--- config.mk ---
export PLATFORM = sky130hd
export DESIGN_NAME = elevator_request_queue
export DESIGN_NICKNAME = d
export VERILOG_FILES = /design/src/rtl/elevator_request_queue.sv
export SDC_FILE = /design/constraint.sdc
export NUM_CORES = 1
export LEC_CHECK = 0
export BUFFER_PORTS_ARGS = -buffer_cell sky130_fd_sc_hd__buf_2
export CORE_MARGIN = 5
export CORE_UTILIZATION = 35
export DETAILED_ROUTE_END_ITERATION = 8
export PLACE_DENSITY_LB_ADDON = 0.15
export SLEW_MARGIN = 5
export SYNTH_ARGS = -nofsm -noshare
export SYNTH_HDL_FRONTEND = slang
export SYNTH_SLANG_ARGS = --single-unit
export TNS_END_PERCENT = 5
--- constraint.sdc ---
create_clock -name clk -period 3.9 [get_ports clk]
set_input_delay 0.585 -clock clk [delete_from_list [all_inputs] [get_ports clk]]
set_output_delay 0.585 -clock clk [all_outputs]
set_load 0.01 [all_outputs]
--- src/rtl/elevator_request_queue.sv ---
// Elevator request queue: debounces the hall-up, hall-down and car buttons of
// FLOORS floors and latches each accepted press into a sticky queue bit. The
// controller clears queue bits as it serves floors and reads the above, below
// and here summaries plus a pending-request count.
//
// Each button is one channel. Channels are ordered bottom to top:
// 0 .. FLOORS-1 are hall up, FLOORS .. 2*FLOORS-1 are hall down,
// and 2*FLOORS .. 3*FLOORS-1 are car buttons.
module elevator_request_queue #(
    parameter int FLOORS   = 4,
    parameter int DEBOUNCE = 4,
    parameter int FW       = 4
) (
    input  logic                              clk,
    input  logic                              rst_n,
    input  logic [FLOORS-1:0]                 outsideUp,
    input  logic [FLOORS-1:0]                 outsideDown,
    input  logic [FLOORS-1:0]                 insideFloor,
    input  logic [FW-1:0]                     curFloor,
    input  logic                              serviceValid,
    input  logic                              serviceUp,
    input  logic                              serviceDown,
    output logic [FLOORS-1:0]                 queueUp,
    output logic [FLOORS-1:0]                 queueDown,
    output logic [FLOORS-1:0]                 queueInside,
    output logic                              reqAbove,
    output logic                              reqBelow,
    output logic                              reqHere,
    output logic [$clog2(3*FLOORS+1)-1:0]     pendingCount
);

    localparam int CH  = 3 * FLOORS;
    localparam int CW  = $clog2(DEBOUNCE + 1);
    localparam int PCW = $clog2(3 * FLOORS + 1);

    localparam logic [CW-1:0] CNT_MAX = CW'(DEBOUNCE);
    localparam logic [CW-1:0] CNT_PRE = CW'(DEBOUNCE - 1);
    localparam logic [FW:0]   FLOORS_W = (FW + 1)'(FLOORS);

    // The top floor has no up button and the bottom floor has no down button.
    function automatic logic [CH-1:0] legalMask();
        logic [CH-1:0] m;
        m             = '1;
        m[FLOORS-1]   = 1'b0;
        m[FLOORS]     = 1'b0;
        return m;
    endfunction

    localparam logic [CH-1:0] LEGAL = legalMask();

    logic [CH-1:0]     rawBtn;
    logic [CW-1:0]     cnt [CH];
    logic [CH-1:0]     armed;
    logic [CH-1:0]     preEdge;
    logic [CH-1:0]     accept;

    logic              curValid;
    logic [FLOORS-1:0] hereMask;
    logic [FLOORS-1:0] aboveMask;
    logic [FLOORS-1:0] belowMask;
    logic [FLOORS-1:0] clrMask;
    logic [FLOORS-1:0] anyReq;

    assign rawBtn   = {insideFloor, outsideDown, outsideUp};
    assign curValid = ({1'b0, curFloor} < FLOORS_W);

    // Find channels about to reach the debounce threshold on this edge; only
    // armed, legal ones count as a press.
    always_comb begin
        preEdge = '0;
        for (int ch = 0; ch < CH; ch++) begin
            preEdge[ch] = rawBtn[ch] && (cnt[ch] == CNT_PRE);
        end
        accept = preEdge & armed & LEGAL;
    end

    // Per-channel debounce: count consecutive high samples up to the threshold,
    // and disarm at the threshold so a held button registers once. A low sample
    // restarts the count and re-arms the channel.
    always_ff @(posedge clk or negedge rst_n) begin
        if (!rst_n) begin
            for (int ch = 0; ch < CH; ch++) begin
                cnt[ch] <= '0;
            end
            armed <= '1;
        end else begin
            for (int ch = 0; ch < CH; ch++) begin
                if (!rawBtn[ch]) begin
                    cnt[ch]   <= '0;
                    armed[ch] <= 1'b1;
                end else begin
                    if (cnt[ch] != CNT_MAX) begin
                        cnt[ch] <= cnt[ch] + CW'(1);
                    end
                    if (preEdge[ch]) begin
                        armed[ch] <= 1'b0;
                    end
                end
            end
        end
    end

    // Decode the current floor into one-hot here, above and below masks. An
    // out-of-range floor counts as being above every real floor.
    always_comb begin
        hereMask  = '0;
        aboveMask = '0;
        belowMask = '0;
        for (int i = 0; i < FLOORS; i++) begin
            hereMask[i]  = curValid && (curFloor == FW'(i));
            aboveMask[i] = curValid && (curFloor < FW'(i));
            belowMask[i] = !curValid || (curFloor > FW'(i));
        end
        clrMask = hereMask & {FLOORS{serviceValid}};
    end

    // Sticky queues: accepted presses set bits, service at the current floor
    // clears them. Clear is applied last so a press landing on the serviced
    // floor in the same cycle is treated as already satisfied.
    always_ff @(posedge clk or negedge rst_n) begin
        if (!rst_n) begin
            queueUp     <= '0;
            queueDown   <= '0;
            queueInside <= '0;
        end else begin
            queueUp     <= (queueUp | accept[FLOORS-1:0])
                           & ~(clrMask & {FLOORS{serviceUp}});
            queueDown   <= (queueDown | accept[2*FLOORS-1:FLOORS])
                           & ~(clrMask & {FLOORS{serviceDown}});
            queueInside <= (queueInside | accept[3*FLOORS-1:2*FLOORS])
                           & ~clrMask;
        end
    end

    assign anyReq   = queueUp | queueDown | queueInside;
    assign reqHere  = |(anyReq & hereMask);
    assign reqAbove = |(anyReq & aboveMask);
    assign reqBelow = |(anyReq & belowMask);

    // Count every set queue bit across the three queues.
    always_comb begin
        pendingCount = '0;
        for (int i = 0; i < FLOORS; i++) begin
            pendingCount = pendingCount + PCW'(queueUp[i]);
            pendingCount = pendingCount + PCW'(queueDown[i]);
            pendingCount = pendingCount + PCW'(queueInside[i]);
        end
    end

endmodule
# Word-level counts from Yosys, hierarchy flattened
# Index checks and enable logic that the tools add are counted.
totals:
  output_inout_bits: 19
  word_cells: 205
  regBits: 60
  in_bits: 21
classes:
  bitwise: 18
  muxes: 48
  magnitude_cmp: 9
  reduce_logical: 29
  eq_ne: 51
  add_sub_neg: 23
ops:
  columns: ["operator", "n"]
  rows:
  - ["two-way mux 3 bit", 24]
  - ["inequality test 2 x 1 -> 1 bit, second input constant", 24]
  - ["adder 3 x 1 -> 3 bit, second input constant", 12]
  - ["AND 4 bit", 9]
  - ["== test 3 x 2 -> 1 bit, second input constant", 12]
  - ["inequality test 3 bit, second input constant", 12]
  - ["adder 4 x 1 -> 4 bit", 8]
  - ["two-way mux 1 bit", 24]
  - ["logical AND 1 bit", 20]
  - ["OR 4 bit", 4]
  - ["AND 12 bit", 1]
  - ["NOT 4 bit", 3]
  - ["OR reduction 4 bit", 3]
  - ["== test 4 x 2 -> 1 bit, second input constant", 2]
  - ["> comparator 4 x 1 -> 1 bit, second input constant", 2]
  - ["> comparator 4 x 2 -> 1 bit, second input constant", 2]
  - ["less-than comparator 4 x 1 -> 1 bit, second input constant", 2]
  - ["less-than comparator 4 x 2 -> 1 bit, second input constant", 2]
  - ["adder 3 x 1 -> 4 bit", 1]
  - ["== test 4 x 1 -> 1 bit, second input constant", 1]
  - ["logical NOT 4 bit", 1]
  - ["logical OR 1 bit", 4]
  - ["less-than comparator 4 x 3 -> 1 bit, second input constant", 1]
  - ["OR 4 x 3 -> 4 bit", 1]
  - ["3 further kinds", 3]

# Depth between registers and ports, before layout
# Gate-level depths: netlist (run 1).
depth:
  ltp_word: 11
  ltp_mapped: 11
  depth_no_buf: 11

# Worst setup path before layout (run 1)
# OpenSTA, ideal clock, no wires.
synth_path:
  path_type: "register -> output"
  from: "register queueUp[0]"
  to: "output pendingCount[2]"
  path_buffers: 0
  slack_ns: -0.009
  t_required_ns: 3.315
  stages_incl_launch_ff: 12
  arrival_ns: 3.324
  path_cell_list: "dfrtp_1 inv_1 fa_1 inv_1 fa_1 inv_1 fa_1 fa_1 inv_1 ha_1 fa_1 xor2_1"
synth_between:
  elab_chain_len: 11
synth_lines:
  columns: ["item", "line", "text"]
  rows:
  - ["start, declared", "23", "output logic [FLOORS-1:0] queueUp,"]
  - ["start signal, assigned", "126", "queueUp <= (queueUp | accept[FLOORS-1:0])"]
  - ["adder 1 x 1 -> 2 bit", "145", "pendingCount = pendingCount + PCW'(queueDown[i]);"]
  - ["adder 2 x 1 -> 3 bit", "146", "pendingCount = pendingCount + PCW'(queueInside[i]);"]
  - ["adder 3 x 1 -> 4 bit", "144", "pendingCount = pendingCount + PCW'(queueUp[i]);"]
  - ["adder 4 x 1 -> 4 bit", "145", null]
  - ["adder 4 x 1 -> 4 bit", "146", null]
  - ["adder 4 x 1 -> 4 bit", "144", null]
  - ["adder 4 x 1 -> 4 bit", "145", null]
  - ["adder 4 x 1 -> 4 bit", "146", null]
  - ["adder 4 x 1 -> 4 bit", "144", null]
  - ["adder 4 x 1 -> 4 bit", "145", null]
  - ["adder 4 x 1 -> 4 bit", "146", null]
  - ["end, declared", "29", "output logic [$clog2(3*FLOORS+1)-1:0] pendingCount"]
# Every way passes these cells.

# Worst setup path after layout (run 1)
# Same ends and word-level chain as after synthesis.

==> results of run 1 <==
[critical path: cells and delay by family (launching register included)]
kind / cells / cell delay, ns
buffers and inverters: 5 / 0.32
xor gates and xnor gates: 1 / 0.15
adders and majority gates: 6 / 2.49
DFF: 1 / 0.37
[synthesized netlist by cell type]
cell                        n  area share, %
sky130_fd_sc_hd__a311oi_1   1           0.30
sky130_fd_sc_hd__fa_1       7            4.9
sky130_fd_sc_hd__dfrtp_1   42             37
sky130_fd_sc_hd__nor2_1     4           0.52
sky130_fd_sc_hd__a21boi_0  20            5.2
sky130_fd_sc_hd__inv_1     59            7.7
sky130_fd_sc_hd__o22ai_1    2           0.44
sky130_fd_sc_hd__mux4_2     1           0.78
sky130_fd_sc_hd__or3_1      3           0.65
sky130_fd_sc_hd__a21o_1     2           0.52
sky130_fd_sc_hd__xnor2_1   10            3.0
sky130_fd_sc_hd__nor3b_1    2           0.52
sky130_fd_sc_hd__nand3_1   13            2.3
sky130_fd_sc_hd__or3b_1     1           0.30
sky130_fd_sc_hd__a21oi_1   13            2.3
sky130_fd_sc_hd__or3_4      3            1.2
sky130_fd_sc_hd__nor3_1     2           0.35
sky130_fd_sc_hd__and2_1    10            2.2
sky130_fd_sc_hd__ha_1      34             15
sky130_fd_sc_hd__xor2_1     1           0.30
sky130_fd_sc_hd__o21ai_0   10            1.7
sky130_fd_sc_hd__a31oi_1    7            1.5
sky130_fd_sc_hd__dfstp_2   10            9.1
sky130_fd_sc_hd__nand2_1   21            2.7
[how the worst max path moves through the flow]
stage	startpoint	slack, ns	depth (start not counted)	to
after floorplan	queueUp[0]	0.009	11	pendingCount[2]
after global placement	queueUp[0]	-0.10	12	pendingCount[2]
after detailed placement	queueUp[0]	-0.11	12	pendingCount[2]
after CTS	queueUp[0]	-0.35	12	pendingCount[2]
after global routing	queueUp[0]	-0.43	12	pendingCount[2]
final	queueUp[0]	-0.30	12	pendingCount[2]
[registers in the layout, summed over array words and instances (netlist names)]
signal	flops
queueUp	4
queueInside	4
cnt	30
armed	10
queueDown	4
[cell type report]
cell class,count,area [um^2]
Timing Repair Buffer,44,244.0
Inverter,59,221.5
Sequential cell,52,1314
Fill cell,808,4741
Tap cell,105,131.4
Clock buffer,7,76.32
Multi-Input combinational cell,167,1360
Clock inverter,1,5.005
[repair_timing]
item | CTS | global route
endpoints found under the setup margin | 3 | 4
gates cloned | 0 | 0
resized for setup | 4 | 3
hold buffers | 0 | 0
[per-stage QoR]
| step | setup slack, ns | instances |
|---|---|---|
| after floorplan | 0.008624 | 278 |
| after global placement | -0.1022 | 427 |
| after detailed placement | -0.1124 | 427 |
| after CTS | -0.3537 | 435 |
| after global routing | -0.4347 | 435 |
| final | -0.3044 | 435 |
[cells by family (layout without fill, tap and decap cells)]
kind of cell,Yosys count,in the layout,share of synthesized area [%]
flops,52,52,45.73
xor+xnor,11,11,3.354
mux,1,1,0.7839
compound gates,55,55,12.02
buf+inv,59,111,7.709
fa+ha+maj,41,41,19.69
simple gates,59,59,10.71
[metal layers]
| layer | track usage, % | wire (um) |
|---|---|---|
| met5 | 0 | 0 |
| met4 | 3.109 | 61 |
| met3 | 3.253 | 353 |
| met2 | 18.38 | 2307 |
| met1 | 15.39 | 2525 |
==> results list, run 1 <==
* Summed area of non-filler cells in the final layout: 3352 um^2
- Post-Synthesis Mean Instance Area: 10.33 um^2
* Die boundary height: 100.6 um
- Port buffering added 37 buffers.
* Overall track demand over capacity in global routing: 11.53%
- Hold Violations, Final: 0
- Layout cell share with drive strength beyond 1: 21.21%
* Unique cell type count in the Yosys netlist: 24
- The detailed router finished its first iteration with 46 violations.
- For this run, the slowest stage of the critical path takes 0.54 ns.
* Die area: 10120 um^2
* Critical path, cell by cell: inv_2 -> fa_1 -> inv_2 -> fa_1 -> inv_1 -> fa_1 -> fa_1 -> inv_2 -> ha_4 -> fa_2 -> xor2_2 -> buf_2
- The Yosys step of the flow raised 0 warnings.
- Once placement finished, the instance area stood at 3249 um^2.
- Number of synthesized register bits: 52
- Once the clock tree was built, the setup fixing pass inserted 0 buffers.
- In the post-route analysis, the smallest setup slack over all paths is -0.3044 ns.
* Max frequency: 0.2378 GHz
* Vias in the first global route: 2043
- The worst hold path belongs to the class primary input to async pin.
- The region available for standard cell placement spans 8093 um^2.
- Final Slew Violations: 0
- CP required: 3.31 ns
- Compared with the post-synthesis result, the final layout area differs by 16.68%.
- The initialized floorplan defines 33 standard-cell rows.
- In the layout the commonest cells are 56 x sky130_fd_sc_hd__inv_1, 42 x sky130_fd_sc_hd__dfrtp_1, 36 x sky130_fd_sc_hd__buf_2.
- Startpoint of the worst-slack reg-to-reg timing path: cnt[27]
* Top-level I/O count: 40
- The H-tree generated during clock tree synthesis spans 2 levels.
- Total routed wirelength: 5248 um
* Vias per std cell: 4.561
- Detailed routing inserted a total of 1984 vias.
* Number of max-cap violations: 0
* Setup slack on the worst flop-to-flop path: 2.74 ns
* Insertion delay to the later sink of the worst-skew pair: 0.30 ns
- The number of antenna diodes in the final layout is 0.
- Antenna violations before repair: 0
- Setup violations remaining at the end of the flow were counted as 3.
- Critical Path Sink Type: output port
- Violated checks: setup timing
- Counting every net in the synthesized netlist gives 340.
- Number of standard cells after synthesis: 278
- The critical path is of the register to output port type.
- In the routed design, unresolved DRC markers number 0.
- Entering global routing, the biggest net connects 29 pins.
- The worst setup path is launched from a register.
- Library cell appearing most often on the critical path: sky130_fd_sc_hd__fa_1
* Most common library cell in the layout ignoring fill and taps: sky130_fd_sc_hd__inv_1
- The floorplan step set the die width to 100.6 um.
- For this run, the post-layout net count is 391.
* Area of the mapped netlist: 2873 um^2
* Largest fanout on the critical path: 2
* Post-route setup TNS: -0.7514 ns
- At the worst endpoint, the arrival time is 3.62 ns.
- On the final layout, the worst clock skew is 0.006548 ns.
* Capture instance of the worst register-to-register path: queueUp[2]
- The worst register-to-register path has a depth of 4.
- Cts bufs inserted: 5
* Run status: complete, but fails checks
- Antenna-violating nets left: 0
* Total number of clock tree sinks: 52
- The worst pin sits at a relative slew slack of 55.92%.
* Initial core utilization: 35.50%
- Wire length of the first global-routing pass: 9349 um
- Slowest cell on crit path: sky130_fd_sc_hd__fa_1
* Final period util: 107.8%
- Global-route congestion overflow total: 0
* Min Tclk post-route: 4.204 ns
- The share of the Yosys chip area taken by registers is 45.73%.
- Clock-pin slew was measured on the worst setup and hold paths at 0.09 ns.
- Clock tree buffer depth: 2
* Utilization of the core after routing: 41.42%
- DR pass1 iterations: 4
* Minimum hold slack: 0.3069 ns
* Mean routed wirelength per cell: 12.06 um
* RSZ-0062 raised after global routing: yes
- CTS tree: built
* Buffer type at the clock tree root: sky130_fd_sc_hd__clkbuf_8
- Transition at the pin with the smallest max-transition slack: 0.6612 ns
- HPWL Detailed: 4176 um
* Placer's final routability congestion estimate: 0.7625
Power of run 1 is not shown: default switching activity piles up to over one toggle a cycle in this logic, so the estimate is an artifact.
==> inputs of run 2 (changes only) <==
Settings changed: CORE_UTILIZATION 35 to 52.
==> run 2 against run 1 <==
Against the previous run: the run still ends with setup timing left; die area fell by 30%; worst setup slack got worse by 0.037 ns; via count barely moved; core utilization rose by 20 points; critical path type unchanged.
==> results list, run 2 (synthesized netlist as in run 1, its figures left out) <==
* Run status: complete, but fails checks
- The final reports fail on setup timing.
* Global-route congestion overflow total: 0
- The repair_antennas step left the layout with diodes totalling 0.
- Initial core utilization: 52.82%
- The register with the most flip-flops in the layout has 30 of them.
- At the pin with the least slew margin, the transition time is 0.5622 ns.
- Timing would allow up to 0.2358 GHz.
- Mean routed wirelength per cell: 12.31 um
- The clock net in this run drives a total of 52 sinks.
- At the worst endpoint, the required time is 3.31 ns.
- Ranked by flip-flop count, first place goes to cnt.
- The library cell used most frequently in the layout, excluding fill and tap cells, is sky130_fd_sc_hd__inv_1.
- Final period util: 108.8%
- The clock tree synthesis step divided the H-tree into 2 levels.
- Hold buffer count at cts: 0
- Cells with a size suffix above 1 make up 22.12% of the layout.
* Antenna-violating nets left: 0
- Width of the die: 84.33 um
* Overall track demand over capacity in global routing: 15.54%
* Final Slew Violations: 0
* Critical Path Sink Type: output port
* Core region area: 5439 um^2
- Worst path setup slack after routing: -0.3417 ns
- Antenna violations before repair: 0
* Post-route setup TNS: -0.8042 ns
* Min Tclk post-route: 4.242 ns
- Clock tree buffer depth: 2
* # port buffers: 37
* RSZ-0062 raised after global routing: yes
- Vias in the first global route: 1993
- Initial DRC count: 48
- The die covers 7111 um^2.
* DR pass1 iterations: 4
- The later pin in the worst-skew pair is clocked with a latency of 0.30 ns.
- The worst setup path is of the register to output port kind.
- Max-cap violations in this run came to 0.
- The floorplan has 27 rows.
* Vias per std cell: 4.938
* Largest fanout on the critical path: 2
* Number of filler instances in the final layout: 461
- # Post-CTS Setup Buffers: 0
- Most frequent cells in the layout: 54 x sky130_fd_sc_hd__inv_1, 42 x sky130_fd_sc_hd__dfrtp_1, 35 x sky130_fd_sc_hd__buf_2
* Setup slack at placement: -0.1098 ns
- The HPWL after detailed placement is 4080 um.
- Crit path DAT: 3.66 ns
* Vias after detailed routing: 1985
- Top-level I/O count: 40
- The first global-routing pass estimated 8866 um of wire.
- Routability-driven placement finished with a final weighted congestion of 0.8003.
- The worst setup path is launched from a register.
- Largest net degree at the start of global routing: 28
- The path class of the tightest hold or removal check is primary input to async pin.
- For the final database, setup skew stands at 0.006210 ns.
- Number of design rule violations left after detail routing: 0
* Synth-to-Final Area Change: 16.38%
- Clock tree synthesis inserted a total of 5 buffers.
- Number of setup violations in the final report: 3
* Net count, final: 391
* Hold Violations, Final: 0
* Die boundary height: 84.33 um
- Clock-pin slew of the registers on the worst-case setup and hold paths: 0.09 ns
- The final layout contains routed wiring with a total length of 4950 um.
* CTS tree: built
* Buffer type at the clock tree root: sky130_fd_sc_hd__clkbuf_8
- Max-Slew Margin vs Limit: 62.52%
* Biggest regs: cnt (30), armed (10)
-- run 2: layout make-up --
class	instances	area [um^2]	share of cell area, %
multi-input combinational	167	1360	40.68
sequential	52	1314	39.30
timing repair buffer	44	250.2	7.485
inverter	59	221.5	6.624
tap	72	90.09	2.695
clock buffer	6	72.57	2.171
clock inverter	2	35.03	1.048
-- run 2: final timing paths --
kind	startpoint	to	slack [ns]	cells after the start
hold / removal	rst_n	cnt[4]	0.26	1
min in group clk	armed[7]	armed[7]	0.47	2
setup / recovery	queueDown[1]	pendingCount[2]	-0.34	12
max in group asynchronous	rst_n	armed[11]	2.83	2
setup reg to reg	cnt[33]	queueUp[0]	2.75	4
hold reg to reg	armed[7]	armed[7]	0.47	2
-- run 2: critical path: stages (launching register included) --
cell,delay (ns)
sky130_fd_sc_hd__dfrtp_1,0.37
sky130_fd_sc_hd__inv_2,0.04
sky130_fd_sc_hd__fa_1,0.54
sky130_fd_sc_hd__inv_2,0.04
sky130_fd_sc_hd__fa_1,0.50
sky130_fd_sc_hd__inv_1,0.05
sky130_fd_sc_hd__fa_1,0.45
sky130_fd_sc_hd__fa_1,0.51
sky130_fd_sc_hd__inv_2,0.05
sky130_fd_sc_hd__ha_4,0.16
sky130_fd_sc_hd__fa_2,0.37
sky130_fd_sc_hd__xor2_2,0.14
sky130_fd_sc_hd__buf_2,0.13
-- run 2: layer usage --
layer	GRT usage [%]	routed length, um	up-vias
met2	26.04	2419	35
met4	4.532	62	0
met3	4.416	244	4
met1	19.63	2223	947
met5	0	0	-
li1	-	-	999
-- run 2: repair_timing --
action / 4_1_cts / 5_1_grt
pin swaps: 0 / 3
endpoints found under the setup margin: 3 / 4
gates resized for setup: 4 / 6
-- run 2: metrics by stage --
step	util, %	hold slack, ns	cells	cell area [um^2]
global route	61.47	0.2997	402	3343
floorplan	-	0.2894	278	2880
global placement	58.98	0.4542	394	3208
finish	61.47	0.2635	402	3343
CTS	61.17	0.2762	402	3327
detailed placement	58.98	0.4610	394	3208
Power of run 2 is left out for the same reason.
